==> src/rtl/race_ctl.sv <==
// Race sequencer: start countdown, control gating, lap counting and penalty
// handling, all paced by an internal tick divider. Every output is registered.
module race_ctl #(
    parameter int TICK_CYCLES = 65_000_000,
    parameter int COUNTDOWN_S = 3,
    parameter int LAPS        = 3,
    parameter int MSG_HOLD_S  = 2
) (
    input  logic       pclk,
    input  logic       rst,
    input  logic       start,
    input  logic       lap_finished,
    input  logic       checkpoints_passed,
    input  logic       max_time_exceeded,
    input  logic [3:0] controls_in,
    output logic [3:0] controls_out,
    output logic       timer_start,
    output logic       timer_reset,
    output logic       countdown_visible,
    output logic [1:0] countdown_digit,
    output logic       go_visible,
    output logic       too_slow_visible,
    output logic       cheater_visible,
    output logic [2:0] lap_count,
    output logic       race_done
);

    localparam int CW = (TICK_CYCLES > 1) ? $clog2(TICK_CYCLES) : 1;
    localparam logic [CW-1:0] TICK_LAST = CW'(TICK_CYCLES - 1);
    localparam logic [1:0]    CD_START  = 2'(COUNTDOWN_S);
    localparam logic [2:0]    LAPS_W    = 3'(LAPS);
    localparam logic [3:0]    HOLD_LAST = 4'(MSG_HOLD_S - 1);

    typedef enum logic [2:0] {IDLE, COUNTDOWN, RACE, PENALTY, FINISH} state_t;

    state_t        state, state_next;
    logic [CW-1:0] tick_cnt, tick_cnt_next;
    logic          tick;
    logic [3:0]    msg_cnt, msg_cnt_next;
    logic [2:0]    lap_inc;

    logic [3:0] controls_out_next;
    logic       timer_start_next, timer_reset_next, countdown_visible_next;
    logic [1:0] countdown_digit_next;
    logic       go_visible_next, too_slow_visible_next, cheater_visible_next;
    logic [2:0] lap_count_next;
    logic       race_done_next;

    always_comb tick = (tick_cnt == TICK_LAST);
    always_comb lap_inc = lap_count + 3'd1;

    always_comb begin
        state_next             = state;
        msg_cnt_next           = msg_cnt;
        timer_reset_next       = 1'b0;
        countdown_visible_next = countdown_visible;
        countdown_digit_next   = countdown_digit;
        go_visible_next        = go_visible;
        too_slow_visible_next  = too_slow_visible;
        cheater_visible_next   = cheater_visible;
        lap_count_next         = lap_count;
        race_done_next         = race_done;

        case (state)
            IDLE: begin
                lap_count_next = '0;
                if (start) begin
                    state_next             = COUNTDOWN;
                    countdown_digit_next   = CD_START;
                    countdown_visible_next = 1'b1;
                    timer_reset_next       = 1'b1;
                end
            end
            COUNTDOWN: begin
                if (tick) begin
                    if (countdown_digit > 2'd1) begin
                        countdown_digit_next = countdown_digit - 2'd1;
                    end else begin
                        state_next             = RACE;
                        countdown_visible_next = 1'b0;
                        go_visible_next        = 1'b1;
                        timer_reset_next       = 1'b1;
                    end
                end
            end
            RACE: begin
                if (tick) go_visible_next = 1'b0;
                // Valid lap outranks cheater, which outranks too slow.
                if (lap_finished && checkpoints_passed) begin
                    lap_count_next   = lap_inc;
                    timer_reset_next = 1'b1;
                    if (lap_inc == LAPS_W) begin
                        state_next      = FINISH;
                        race_done_next  = 1'b1;
                        go_visible_next = 1'b0;
                    end
                end else if (lap_finished) begin
                    state_next           = PENALTY;
                    cheater_visible_next = 1'b1;
                    go_visible_next      = 1'b0;
                end else if (max_time_exceeded) begin
                    state_next            = PENALTY;
                    too_slow_visible_next = 1'b1;
                    go_visible_next       = 1'b0;
                end
            end
            PENALTY: begin
                if (tick) begin
                    if (msg_cnt == HOLD_LAST) begin
                        state_next             = COUNTDOWN;
                        too_slow_visible_next  = 1'b0;
                        cheater_visible_next   = 1'b0;
                        countdown_digit_next   = CD_START;
                        countdown_visible_next = 1'b1;
                        timer_reset_next       = 1'b1;
                    end else begin
                        msg_cnt_next = msg_cnt + 4'd1;
                    end
                end
            end
            FINISH: begin
            end
            default: state_next = IDLE;
        endcase

        if (!start) begin
            state_next             = IDLE;
            timer_reset_next       = 1'b0;
            countdown_visible_next = 1'b0;
            countdown_digit_next   = '0;
            go_visible_next        = 1'b0;
            too_slow_visible_next  = 1'b0;
            cheater_visible_next   = 1'b0;
            lap_count_next         = '0;
            race_done_next         = 1'b0;
        end

        if (state_next != PENALTY) msg_cnt_next = '0;

        controls_out_next = (state_next == RACE) ? controls_in : '0;
        timer_start_next  = (state_next == RACE);
        // The divider restarts on any state change so each state's first tick is a full period away.
        tick_cnt_next = (state_next != state || tick) ? '0 : tick_cnt + CW'(1);
    end

    always_ff @(posedge pclk or negedge rst) begin
        if (!rst) begin
            state             <= IDLE;
            tick_cnt          <= '0;
            msg_cnt           <= '0;
            controls_out      <= '0;
            timer_start       <= 1'b0;
            timer_reset       <= 1'b0;
            countdown_visible <= 1'b0;
            countdown_digit   <= '0;
            go_visible        <= 1'b0;
            too_slow_visible  <= 1'b0;
            cheater_visible   <= 1'b0;
            lap_count         <= '0;
            race_done         <= 1'b0;
        end else begin
            state             <= state_next;
            tick_cnt          <= tick_cnt_next;
            msg_cnt           <= msg_cnt_next;
            controls_out      <= controls_out_next;
            timer_start       <= timer_start_next;
            timer_reset       <= timer_reset_next;
            countdown_visible <= countdown_visible_next;
            countdown_digit   <= countdown_digit_next;
            go_visible        <= go_visible_next;
            too_slow_visible  <= too_slow_visible_next;
            cheater_visible   <= cheater_visible_next;
            lap_count         <= lap_count_next;
            race_done         <= race_done_next;
        end
    end

endmodule

==> config.mk <==
export PLATFORM = sky130hd
export DESIGN_NAME = race_ctl
export DESIGN_NICKNAME = d
export VERILOG_FILES = /design/src/rtl/race_ctl.sv
export SDC_FILE = /design/constraint.sdc
export NUM_CORES = 1
export LEC_CHECK = 0
export CAP_MARGIN = 20
export CORE_MARGIN = 2
export CORE_UTILIZATION = 57
export CTS_BUF_LIST = sky130_fd_sc_hd__clkbuf_16
export CTS_CLUSTER_SIZE = 10
export DETAILED_ROUTE_END_ITERATION = 7
export PLACE_DENSITY = 0.87
export SLEW_MARGIN = 25
export SYNTH_ARGS = -nofsm -noshare
export SYNTH_HDL_FRONTEND = slang
export SYNTH_SLANG_ARGS = --single-unit
==> constraint.sdc <==
create_clock -name pclk -period 3 [get_ports pclk]
set_clock_uncertainty 0.2 [all_clocks]
set_input_delay 0.3 -clock pclk [delete_from_list [all_inputs] [get_ports pclk]]
set_output_delay 0.3 -clock pclk [all_outputs]
set_load 0.01 [all_outputs]
# Word level (Yosys, flattened, before mapping)
# Index checks and enable logic that the tools add are counted.
dict set report classes {
  n_addsub 4
  multipliers 0
  div_mod_pow 0
  n_lt_le_gt_ge 1
  eq_ne 28
  shift 0
  n_mux 62
  bitwise_logic 0
  reduce_logical 13
}
# cell n
set ops {}
lappend ops {{3-bit two-way mux} 11}
lappend ops {{1-bit two-way mux} 32}
lappend ops {{3-bit != test, second input constant} 10}
lappend ops {{26-bit by 1-bit adder with 26-bit output, second input constant} 1}
lappend ops {{26-bit equality test, second input constant} 1}
lappend ops {{26-bit two-way mux} 1}
lappend ops {{4-bit two-way mux} 5}
lappend ops {{3-bit one-hot mux with 5 select lines} 1}
lappend ops {{5-bit AND reduction} 3}
lappend ops {{3-bit by 2-bit equality test with 1-bit output, second input constant} 4}
lappend ops {{2-bit two-way mux} 5}
lappend ops {{3-bit by 1-bit != test with 1-bit output, second input constant} 3}
lappend ops {{3-bit AND reduction} 3}
lappend ops {{2-bit by 1-bit != test with 1-bit output, second input constant} 4}
lappend ops {{1-bit one-hot mux with 2 select lines} 3}
lappend ops {{2-bit one-hot mux with 3 select lines} 1}
lappend ops {{3-bit one-hot mux with 2 select lines} 1}
lappend ops {{6-bit AND reduction} 1}
lappend ops {{4-bit by 1-bit adder with 4-bit output, second input constant} 1}
lappend ops {{4-bit by 1-bit equality test with 1-bit output, second input constant} 1}
lappend ops {{4-bit by 1-bit != test with 1-bit output, second input constant} 1}
lappend ops {{1-bit one-hot mux with 4 select lines} 1}
lappend ops {{2-bit nonzero test} 2}
lappend ops {{3-bit by 1-bit adder with 3-bit output, second input constant} 1}
lappend ops {{11 further kinds} 11}
dict set report totals {
  ff_bits 49
  latch_bits 0
  ram_bits 0
  romBits 0
  output_inout_bits 16
  elab_cells 121
  n_memories 0
}

# Depth between registers and ports, before layout
dict set report depth {
  ltp_word 9
  ltp_mapped 9
}

# Least setup slack after synthesis
# No wires, ideal clock.
dict set report synth_timing {
  kind {register to register}
  from {register tick_cnt[10]}
  to {register controls_out[0]}
  arrival_ps 2110
  t_required_ps 2663
  path_slack_ps 552
  path_stages_with_launch 6
  synth_period_minus_slack_ps 2448
  path_cell_list {dfrtp_1 > or4b_2 > or4_1 > o21a_1 > o31ai_4 > nor3b_1}
}
dict set report synth_via {
  elab_chain_len 6
  elab_cells_between_ends 7
  classes_between {2 x eq/ne; 5 x mux}
}
# element line
set synth_rtl {}
lappend synth_rtl {{from (decl)} 37} ;# logic [CW-1:0] tick_cnt, tick_cnt_next;
lappend synth_rtl {{from (signal assigned)} 163} ;# tick_cnt <= tick_cnt_next;
lappend synth_rtl {{26-bit equality test (*)} 49} ;# always_comb tick = (tick_cnt == TICK_LAST);
lappend synth_rtl {{3-bit two-way mux, on equally long branches} {108, 75}}
lappend synth_rtl {{3-bit one-hot mux with 5 select lines (*)} 64} ;# case (state)
lappend synth_rtl {{3-bit two-way mux (*)} 126} ;# if (!start) begin
lappend synth_rtl {{3-bit by 2-bit equality test with 1-bit output (*)} 140} ;# controls_out_next = (state_next == RACE) ? controls_in : '0;
lappend synth_rtl {{4-bit two-way mux (*)} 140}
lappend synth_rtl {{named net controls_out_next[0]} 42} ;# logic [3:0] controls_out_next;
lappend synth_rtl {{to (signal assigned)} 165} ;# controls_out <= controls_out_next;
lappend synth_rtl {{to (decl)} 16} ;# output logic [3:0] controls_out,
# Mark *: on every way through the listed nets, which the timed path passes. The rest lies on a longest branch.
# A chain may end at the register's enable or synchronous reset.

# Worst setup path in the final report
# Ends and elaborated chain as after synthesis.

==> results.md <==
* Non-Filler Instances at 367
* Area Overhead vs Synth at 17.1%
* P_sw at 296 uW
* Final period utilization at 89.3%
* Cell Chain, Critical Path: or4b_2 > or4_1 > o21a_1 > o31ai_4 > nor3b_1
* CTS Buffer Depth at 2
* Clock period minus worst slack at 2.68 ns
* Commonest non-fill, non-tap cell in the layout: dfrtp_1
* Post-route DRC at 0
* Antenna-violating nets left at 0
* CTS sink count at 49
* Net Sw Frac at 22.6%
* CP arrival at 2.63 ns
* Fin area at 0.00315 sq mm
* Slew margin rel. at 52.7%
* Max IR drop VDD at 0.289 mV
* Max Fclk at 373 MHz
* First-pass GRT wire length at 9360 um
* CP startpoint kind: flip-flop
* Cell area after synthesis at 0.00269 sq mm
* Avg Cell Area, Syn at 9.37 sq um
* Area of the core at 0.00444 sq mm
* Post-synth top area share at 45.6%
* DR iter-0 viols at 122
* Buffers plus inverters on the worst setup path at 0
* Total CTS buffers at 5
* GR Overflow Total at 0
* Syn Nets at 303
* Seq/Total Area, Yosys at 45.6%
* Internal at 1.01 mW
* Die area at 0.00529 sq mm
* Crit path max fanout at 6
* Inserted Diodes at 0
* Cell Rows at 24
* Chip width at 72.7 um
* Placed cell count at 359
* Asr flop ratio synth at 100%
* Ranking of synthesized cells by area: dfrtp_1 46%, xor2_1 5.9%, nor2_1 5.7%
* HP Class: flip-flop to flip-flop
* I/O pins at 26
* GP Congestion at 0.874
* Leakage power at 1.32 nW
* Total Neg Setup Slack at 0 ns
* CTS tree: built
* Placed Area at 0.00300 sq mm
* Net count, final at 331
* Number of cells on the critical path at 5
* Count of cell types in the netlist at 51
* H-Tree Depth at 2
* Worst Tran Pin Value at 0.704 ns
* Setup crit end kind: flip-flop
* Setup CP Type: flip-flop to flip-flop
* GRT Total Usage at 22.7%
* RSZ-0062 raised after global routing: no
* Kind of cell adding the most delay to the critical path: simple AND/OR/NAND/NOR gates
* Slowest stage cell on the critical path: or4b_2
* Slew Viols, Final at 0
* WHS Path Cells at 1
* Pwr/cell area at 415 mW/mm^2
* WL per Instance at 15.3 um
* Vias per cell at 5.89
* Synth Instances at 287
* Number of synthesized flops with an enable pin at 0
* Pin count of the biggest net entering global routing at 30
* IO Port Bufs at 25
* Vias in the first global route at 2046
* Dominant cell type by area after synthesis: dfrtp_1
* Worst-Skew Late Latency at 0.29 ns
* Pre-Repair DR Iteration Count at 4
* Post-DP HPWL at 4030 um
* Total vias in the final route at 2163
* Die height at 72.7 um
* Post-layout util at 70.9%
* Endpoints failing setup at 0
* Initial antenna violation count at 0
* Routed WL at 5630 um
* Slowest stage delay, CP at 0.69 ns
* Logic pwr share at 7.3%
* Flops & latches, synth at 49
* CTS clock-pin slew for the worst setup and hold paths at 0.07 ns
* Req. time, crit path at 2.95 ns
* Maximum capacitance violations at 0
* Root Driver: clkbuf_16
* YS warnings at 0
* Post-CTS sizing at 0
* Final Hold Fails at 0
* Commonest cells after routing, fill and taps aside: 49 x dfrtp_1, 41 x nor2_1, 24 x clkdlybuf4s50_1, 18 x xor2_1, 17 x nand2_1
* Status: finished, final reports clean
* Layout cell share with drive strength beyond 1 at 5.71%
* Top_reg_cell synth: dfrtp_1
* FF-to-FF path depth at 5
* Seq pwr share at 52.0%
* Clock Power Share at 40.7%
* Initial Util at 60.5%
==> power by group through the flow <==
stage / registers (mW) / clock network [mW] / logic (mW)
finish: 0.679 / 0.532 / 0.0954
global route: 0.680 / 0.566 / 0.108
CTS: 0.678 / 0.540 / 0.0971
detailed placement: 0.691 / 0 / 0.0951
global placement: 0.690 / 0 / 0.0894
floorplan: 0.690 / 0 / 0.0474
==> state kept, by name, summed over array words and instances (netlist names), 2 cells and up <==
register and flops:
tick_cnt 26, controls_out 4, msg_cnt 4, lap_count 3, state 3, countdown_digit 2
==> synth_stat cells (5+ instances only) <==
master,count
nor2_1,41
ha_1,6
nand3_1,14
a21oi_1,9
xnor2_1,8
dfrtp_1,49
xor2_1,18
o21ai_0,15
nor3b_1,8
clkbuf_1,7
inv_1,10
and2_1,5
nor3_1,7
nand2_1,17
nand4_1,9
==> cells by family after synthesis <==
logic type | after synthesis | share of synthesized area [%]
flip-flops | 49 | 45.6
buffers and inverters | 20 | 3.16
XOR/XNOR | 26 | 8.47
AO/OA/AOI/OAI | 47 | 11.6
AND/OR/NAND/NOR | 138 | 28.0
adder cells (fa/ha/maj) | 6 | 2.79
multiplexers | 1 | 0.372
==> area by class of cell <==
class	count	area, sq um
fill	338	1290
inverter	10	37.5
timing repair buffer	31	305
tap	52	65.1
clock buffer	5	125
clock inverter	2	11.3
multi-input combinational	218	1380
sequential	49	1230
==> routing by layer <==
layer | up-vias | share of wire [%] | track usage [%]
li1 | 1067 | - | -
met1 | 1035 | 49 | 33.1
met2 | 53 | 45 | 33.8
met3 | 8 | 4.8 | 5.11
met4 | 0 | 1.3 | 7.00
met5 | - | 0 | 0
==> per-stage QoR <==
| stage | setup WS [ns] | power (mW) | hold slack (ns) |
|---|---|---|---|
| floorplan | 0.552 | 0.737 | -0.196 |
| finish | 0.321 | 1.31 | 0.282 |
| global route | 0.270 | 1.35 | 0.307 |
| detailed placement | 0.344 | 0.786 | 0.0915 |
| CTS | 0.328 | 1.32 | 0.283 |
| global placement | 0.438 | 0.780 | 0.266 |
==> path summary, 6_finish.rpt <==
check | to | startpoint | slack [ns]
setup / recovery | controls_out[0] | tick_cnt[10] | 0.32
hold / removal | tick_cnt[0] | tick_cnt[0] | 0.28
setup reg to reg | controls_out[0] | tick_cnt[10] | 0.32
hold reg to reg | tick_cnt[0] | tick_cnt[0] | 0.28
max in group asynchronous | tick_cnt[25] | rst | 1.79
min in group asynchronous | too_slow_visible | rst | 0.30
==> timing repair <==
action                     in CTS  in global routing
hold endpoints to repair       20                  0
setup endpoints to repair       0                  0
buffers inserted                0                  0
hold buffers                    1                  0
Note: power is estimated with default switching activity, not from simulation.
